<file path="config.mk">
export PLATFORM = sky130hd
export DESIGN_NAME = signed_addsub_pipe
export DESIGN_NICKNAME = d
export VERILOG_FILES = /design/src/rtl/signed_addsub_pipe.sv
export SDC_FILE = /design/constraint.sdc
export NUM_CORES = 1
export LEC_CHECK = 0
export ABC_AREA = 1
export CAP_MARGIN = 10
export CORE_MARGIN = 2
export CORE_UTILIZATION = 35
export DETAILED_ROUTE_END_ITERATION = 8
export SLEW_MARGIN = 40
export SYNTH_ARGS = -nofsm -noshare
export SYNTH_HDL_FRONTEND = slang
export SYNTH_SLANG_ARGS = --single-unit
</file>
<file path="constraint.sdc">
create_clock -name clk -period 2.5 [get_ports clk]
set_input_delay 0.5 -clock clk [delete_from_list [all_inputs] [get_ports clk]]
set_output_delay 0.5 -clock clk [all_outputs]
set_load 0.02 [all_outputs]
</file>
<file path="src/rtl/signed_addsub_pipe.sv">
// Pipelined signed add/subtract with ALU flags and valid/ready handshake.
// Optional clamp-on-overflow when SIGNED_ADDSUB_SAT_EN is defined.
module signed_addsub_pipe #(
    parameter int unsigned WIDTH  = 8,
    parameter int unsigned STAGES = 2
) (
    input  logic             clk,
    input  logic             rst_n,
    input  logic             in_valid,
    output logic             in_ready,
    input  logic [WIDTH-1:0] x,
    input  logic [WIDTH-1:0] y,
    input  logic             add_sub,
    input  logic             cin,
    output logic             out_valid,
    input  logic             out_ready,
    output logic [WIDTH-1:0] s,
    output logic             overflow,
    output logic             negative,
    output logic             zero,
    output logic             cout
);

    localparam int unsigned SEG = WIDTH / STAGES;

    logic             advance;
    logic [WIDTH-1:0] a_q   [STAGES];
    logic [WIDTH-1:0] b_q   [STAGES];
    logic [WIDTH-1:0] sum_q [STAGES];
    logic             c_q   [STAGES];
    logic             v_q   [STAGES];

    logic [WIDTH-1:0] a_i   [STAGES];
    logic [WIDTH-1:0] b_i   [STAGES];
    logic [WIDTH-1:0] sum_i [STAGES];
    logic             c_i   [STAGES];
    logic             v_i   [STAGES];

    logic [WIDTH-1:0] sum_n [STAGES];
    logic             c_n   [STAGES];
    logic [SEG:0]     tot;
    logic             c_msb;
    logic             ovf_n;

    assign advance   = ~out_valid | out_ready;
    assign in_ready  = advance;
    assign out_valid = v_q[STAGES-1];
    assign s         = sum_q[STAGES-1];
    assign cout      = c_q[STAGES-1];

    always_comb begin
        // Stage inputs: stage 0 from the ports, later stages from the previous register.
        a_i[0]   = x;
        b_i[0]   = y ^ {WIDTH{add_sub}};
        sum_i[0] = '0;
        c_i[0]   = cin;
        v_i[0]   = in_valid;
        for (int unsigned k = 1; k < STAGES; k++) begin
            a_i[k]   = a_q[k-1];
            b_i[k]   = b_q[k-1];
            sum_i[k] = sum_q[k-1];
            c_i[k]   = c_q[k-1];
            v_i[k]   = v_q[k-1];
        end
        tot = '0;
        for (int unsigned k = 0; k < STAGES; k++) begin
            tot = {1'b0, a_i[k][k*SEG +: SEG]} + {1'b0, b_i[k][k*SEG +: SEG]}
                + {{SEG{1'b0}}, c_i[k]};
            sum_n[k] = sum_i[k];
            sum_n[k][k*SEG +: SEG] = tot[SEG-1:0];
            c_n[k] = tot[SEG];
        end
        // Carry into the MSB recovered from the MSB sum bit and its operands.
        c_msb = sum_n[STAGES-1][WIDTH-1] ^ a_i[STAGES-1][WIDTH-1] ^ b_i[STAGES-1][WIDTH-1];
        ovf_n = c_msb ^ c_n[STAGES-1];
`ifdef SIGNED_ADDSUB_SAT_EN
        if (ovf_n) begin
            sum_n[STAGES-1] = a_i[STAGES-1][WIDTH-1] ? {1'b1, {(WIDTH-1){1'b0}}}
                                                     : {1'b0, {(WIDTH-1){1'b1}}};
        end
`endif
    end

    always_ff @(posedge clk or negedge rst_n) begin
        if (!rst_n) begin
            for (int unsigned k = 0; k < STAGES; k++) begin
                a_q[k]   <= '0;
                b_q[k]   <= '0;
                sum_q[k] <= '0;
                c_q[k]   <= 1'b0;
                v_q[k]   <= 1'b0;
            end
            overflow <= 1'b0;
            negative <= 1'b0;
            zero     <= 1'b0;
        end else if (advance) begin
            for (int unsigned k = 0; k < STAGES; k++) begin
                a_q[k]   <= a_i[k];
                b_q[k]   <= b_i[k];
                sum_q[k] <= sum_n[k];
                c_q[k]   <= c_n[k];
                v_q[k]   <= v_i[k];
            end
            overflow <= ovf_n;
            negative <= sum_n[STAGES-1][WIDTH-1];
            zero     <= ~|sum_n[STAGES-1];
        end
    end

endmodule

</file>
## After elaboration in Yosys (flattened, before gate mapping)

Cells that the tools add are included.

| word-level totals | value |
|---|---|
| bits in registers | 35 |
| logic and storage cells | 23 |
| bits of input ports | 22 |

| cells by class | value |
|---|---|
| $add $sub $neg | 4 |
| bitwise gates (word level) | 6 |
| reductions and logical operators | 2 |

Operators by type and width:

| operator | number |
|---|---|
| 4-bit by 4-bit adder with 5-bit output | 2 |
| 5-bit by 1-bit adder with 5-bit output | 2 |
| 8-bit OR reduction | 1 |
| 8-bit bitwise XOR | 1 |
| 1-bit bitwise XOR | 3 |
| 1-bit zero test | 1 |
| 1-bit NOT | 1 |
| 1-bit OR | 1 |

## Longest topological paths before layout

| depth | value |
|---|---|
| word-level depth | 5 |
| gate-level depth with buffers | 10 |
| mapped depth without buffers | 9 |

## Worst setup path before layout

No wires, ideal clock.

| timing path | value |
|---|---|
| path kind | input-to-reg |
| start point | in add_sub |
| end point | reg sum_q, in the netlist sum_i[1] |
| cell stages on the path | 7 |
| setup slack | 608 ps |
| path buffers | 1 |
| data required time | 2382 ps |
| arrival | 1774 ps |
| cell sequence | buf_2 -> xnor2_1 -> fa_1 -> inv_1 -> fa_1 -> nand2_1 -> o21ai_2 |

RTL lines:

| item | RTL line | text |
|---|---|---|
| from (decl) | 13 | `input logic add_sub,` |
| to (signal, indexed assignment) | 100 | `sum_q[k] <= sum_n[k];` |
| to (decl) | 29 | `logic [WIDTH-1:0] sum_q [STAGES];` |

## Final worst setup path

| timing path | value |
|---|---|
| start point | in out_ready |
| end point | out in_ready |

| between the ends | value |
|---|---|
| word-level cells in the longest chain between the ends | 1 |

Ends and longest elaborated chain:

| item | RTL line | text |
|---|---|---|
| from (decl) | 16 | `input logic out_ready,` |
| 1-bit OR | 45 | `assign advance = ~out_valid \| out_ready;` |
| to (decl) | 10 | `output logic in_ready,` |

Every way passes these cells.

==> summary.md <==
| Metric | Value |
|---|---|
| DRC viols | 0 |
| Final-layout worst hold slack | roughly 0.47 ns |
| Total power consumption of the routed design | 1.46 mW |
| Post-synth EDFFs | 0 |
| Post-layout nets | 238 |
| Synthesized area per cell | about 8.6 µm² |
| Clock slew at the register clock pins of the worst setup and hold paths | roughly 0.08 ns |
| Initial standard-cell utilization of the core | 0.363 |
| Fraction of synthesis flops using an asynchronous set or reset pin | 1.00 |
| Normalized max-slew margin | 0.787 |
| Number of global-route vias before repair | around 1200 |
| Final global-route overflow total | 0 |
| Number of nets in the synthesized netlist | around 200 |
| Count of boundary I/O pins | 36 |
| Met2 routing resource usage after global routing | 0.244 |
| Worst setup path class | in2out |
| Worst clock skew | approximately 0.0023 ns |
| Number of nets still failing antenna checks after routing | 0 |
| Ratio of cells with drive above 1 in the final layout | 0.0784 |
| Number of CTS-inserted buffers | 3 |
| Maximum number of pins on one net before global-route repair | 35 |
| Register share of total power | 0.404 |
| Setup-failing EPs final | 0 |
| Design internal power | 929 µW |
| Clock Latency Late Sink | ~0.26 ns |
| Net switching power | about 540 µW |
| Die outline area | around 0.0046 mm² |
| Growth of design area from synthesis to finish | 30.9% |
| Endpoint of the worst-slack reg-to-reg timing path | overflow |
| Gate Count Post-Synth | ~170 |
| Synth Flop Type | sky130_fd_sc_hd__dfrtp_1 |
| Multi-input combinational cell area | about 670 µm² |
| Main area contributors after synthesis | sky130_fd_sc_hd__dfrtp_1, sky130_fd_sc_hd__nand2_1, sky130_fd_sc_hd__fa_1 |
| CP Capture Type | output port |
| Buffers on Ports | 35 |
| Tot GR Track Use | 0.141 |
| Synth warn | 0 |
| Unrepaired setup endpoints after global routing | no |
| Count of standard-cell rows | 23 |
| Sequential cell area | between 600 and 700 µm² |
| Summed negative setup slack over all endpoints | 0 ns |
| R2r setup slk | a little under 0.6 ns |
| Violation count after the first detailed-route iteration | 60 |
| Final wirelength | about 2800 µm |
| Crit Reg-Reg Startpoint | a_i[4] |
| Number of search-and-repair iterations in the first detailed-routing pass | 4 |
| Standard cell core area | between 0.003 and 0.004 mm² |
| Post-Place Cells | ~250 |
| Antenna violations before repair | 0 |
| Final cycle utilization of the critical path | 0.877 |
| Routing usage on met3 | 0.0214 |
| Leakage power | 0.906 nW |
| Most heavily used metal layer in global routing | met2 |
| Number of clock sinks seen by CTS | 26 |
| TritonCTS clock tree | done |
| Maximum fanout encountered on the critical timing path | 2 |
| Fraction of power consumed by the clock network | 0.157 |
| Max-slew violations | 0 |
| Number of buffers inserted by hold repair at cts | 0 |
| DPL Wire Length | about 2200 µm |
| Worst-case clock buffer depth | 2 |
| Required time worst endpoint | approximately 2 ns |
| Diodes inserted | 0 |
| Post-synth design cell area | approximately 0.0014 mm² |
| Part of the Yosys area used for sequential elements | 0.451 |
| Number of hold violations in the final report | 0 |
| Top achievable clock speed | 456 MHz |
| Count of state elements after synthesis | 26 |
| Power density cells | roughly 780 mW/mm² |
| Post-CTS Setup Inserts | 0 |
| Number of fill cells in the layout | ~380 |
| Max rail drop VDD | 0.209 mV |
| Via count | 1154 |
| Critical path origin | out_ready |
| Number of non-filler instances in the completed layout | about 250 |
| Depth of the worst register-to-register path | 8 |
| Maximum capacitance violations | 0 |
| Yosys cell types | 21 |
| Proportion of netlist area held by the largest area contributor | 0.451 |
| Nature of the critical path startpoint | input port |
| Die height | between 60 and 70 µm |
| Global-route wire length before repair | 4920 µm |
| Placer congestion estimate | between 0.7 and 0.8 |
| Met1 Usage GRT | 0.175 |
| Cell at the root of the clock tree | sky130_fd_sc_hd__clkbuf_8 |
| Class of the most critical hold timing path | reg2reg |
| Crit path arrival time | around 1.7 ns |
| Share of total power in combinational logic | 0.439 |
| Quantity of gates resized following cts | 0 |
| Crit path time final | roughly 2.2 ns |
| Post-DR wirelength/cell | around 11 µm |
| X dimension of the die | around 68 µm |
| Maximum level of the CTS H-tree | 1 |
| Pin slew with the least headroom to its limit | ~0.32 ns |
| Worst setup endpoint | in_ready |
| Outcome | completed |
| Post-detailed-route via-to-cell ratio | roughly 4.5 |
| Share of total power consumed by net switching | 0.366 |
| Library cell with the largest summed area after synthesis | sky130_fd_sc_hd__dfrtp_1 |
## metal layers
metal | wire [µm] | vias to the layer above
li1 | - | 597
met1 | 1310 | 525
met2 | 1360 | 30
met3 | 129 | 2
met4 | 29 | 0
met5 | 0 | -
## cell families (layout without fill, tap and decap cells)
family                   Yosys count  in the layout  share of synthesized area
buffers and inverters             25             62                     0.0816
flip-flops                        26             26                      0.451
AO/OA/AOI/OAI                     20             20                     0.0773
XOR/XNOR                          10             10                     0.0608
adder cells (fa/ha/maj)           10             10                      0.108
AND/OR/NAND/NOR                   76             76                      0.221
## synthesized netlist by cell type, types with 2 or more instances
master	instances
sky130_fd_sc_hd__inv_2	3
sky130_fd_sc_hd__nand4_1	2
sky130_fd_sc_hd__dfrtp_1	26
sky130_fd_sc_hd__inv_1	16
sky130_fd_sc_hd__xor2_1	4
sky130_fd_sc_hd__o21ai_2	3
sky130_fd_sc_hd__xnor2_1	6
sky130_fd_sc_hd__buf_4	4
sky130_fd_sc_hd__nand2_1	52
sky130_fd_sc_hd__nor2_1	9
sky130_fd_sc_hd__nand3_1	10
sky130_fd_sc_hd__ha_1	6
sky130_fd_sc_hd__fa_1	4
sky130_fd_sc_hd__o21ai_0	3
sky130_fd_sc_hd__a21oi_1	3
sky130_fd_sc_hd__o21ai_1	11
## layout by cell type, fill, tap and decap left out
master | synthesis | layout
sky130_fd_sc_hd__buf_4 | 4 | 5
sky130_fd_sc_hd__nand3_2 | 1 | 1
sky130_fd_sc_hd__nand3_1 | 10 | 10
sky130_fd_sc_hd__a21oi_1 | 3 | 3
sky130_fd_sc_hd__ha_1 | 6 | 6
sky130_fd_sc_hd__o21ai_2 | 3 | 3
sky130_fd_sc_hd__fa_1 | 4 | 4
sky130_fd_sc_hd__dfrtp_1 | 26 | 26
sky130_fd_sc_hd__xor2_1 | 4 | 4
sky130_fd_sc_hd__nor2_4 | 1 | 1
sky130_fd_sc_hd__clkdlybuf4s50_1 | 0 | 35
sky130_fd_sc_hd__inv_2 | 3 | 3
sky130_fd_sc_hd__clkbuf_8 | 0 | 3
sky130_fd_sc_hd__or2_1 | 1 | 1
sky130_fd_sc_hd__inv_1 | 16 | 16
sky130_fd_sc_hd__nand4_1 | 2 | 2
sky130_fd_sc_hd__nor2_1 | 9 | 9
sky130_fd_sc_hd__nand2_1 | 52 | 52
sky130_fd_sc_hd__xnor2_1 | 6 | 6
sky130_fd_sc_hd__o21ai_1 | 11 | 11
sky130_fd_sc_hd__o21ai_0 | 3 | 3
## layout make-up
cell class,instances,area share
Clock buffer,3,0.0219
Inverter,19,0.0378
Timing Repair Buffer,40,0.206
Multi-Input combinational cell,116,0.357
Tap cell,50,0.0332
Sequential cell,26,0.345
## critical path, stage by stage
cell	delay [ns]
sky130_fd_sc_hd__clkdlybuf4s50_1	0.51
sky130_fd_sc_hd__nor2_4	0.05
sky130_fd_sc_hd__inv_2	0.05
sky130_fd_sc_hd__clkdlybuf4s50_1	0.59
## state kept, by name, indices dropped and copies added (netlist names)
register,flops
a_i,4
b_i,4
c_i,1
cout,1
negative,1
out_valid,1
overflow,1
s,7
sum_i,4
v_i,1
zero,1
## worst min-delay path by stage
stage / startpoint / endpoint / slack, ns / depth (start not counted)
detailed placement: v_i[0] / out_valid / 0.46 / 2
finish: v_i[0] / out_valid / 0.47 / 2
floorplan: rst_n / a_i[4] / 0.20 / 0
global placement: v_i[0] / out_valid / 0.45 / 2
CTS: v_i[0] / out_valid / 0.48 / 2
global route: s[1] / s[1] / 0.51 / 2
## power groups by stage
stage / sequential (mW) / combinational, mW / clock [mW]
after floorplan: 0.674 / 0.323 / 0
after global placement: 0.595 / 0.634 / 0
after detailed placement: 0.602 / 0.649 / 0
after CTS: 0.594 / 0.651 / 0.236
after global routing: 0.605 / 0.726 / 0.249
final: 0.592 / 0.643 / 0.229
## per-stage QoR
| step | setup WS [ns] | utilization | area, µm² |
|---|---|---|---|
| after floorplan | 0.608 | - | 1440 |
| after global placement | 0.193 | 0.465 | 1850 |
| after detailed placement | 0.106 | 0.465 | 1850 |
| after CTS | 0.299 | 0.475 | 1890 |
| after global routing | 0.203 | 0.475 | 1890 |
| final | 0.307 | 0.475 | 1890 |
(Power assumes the default switching activity.)
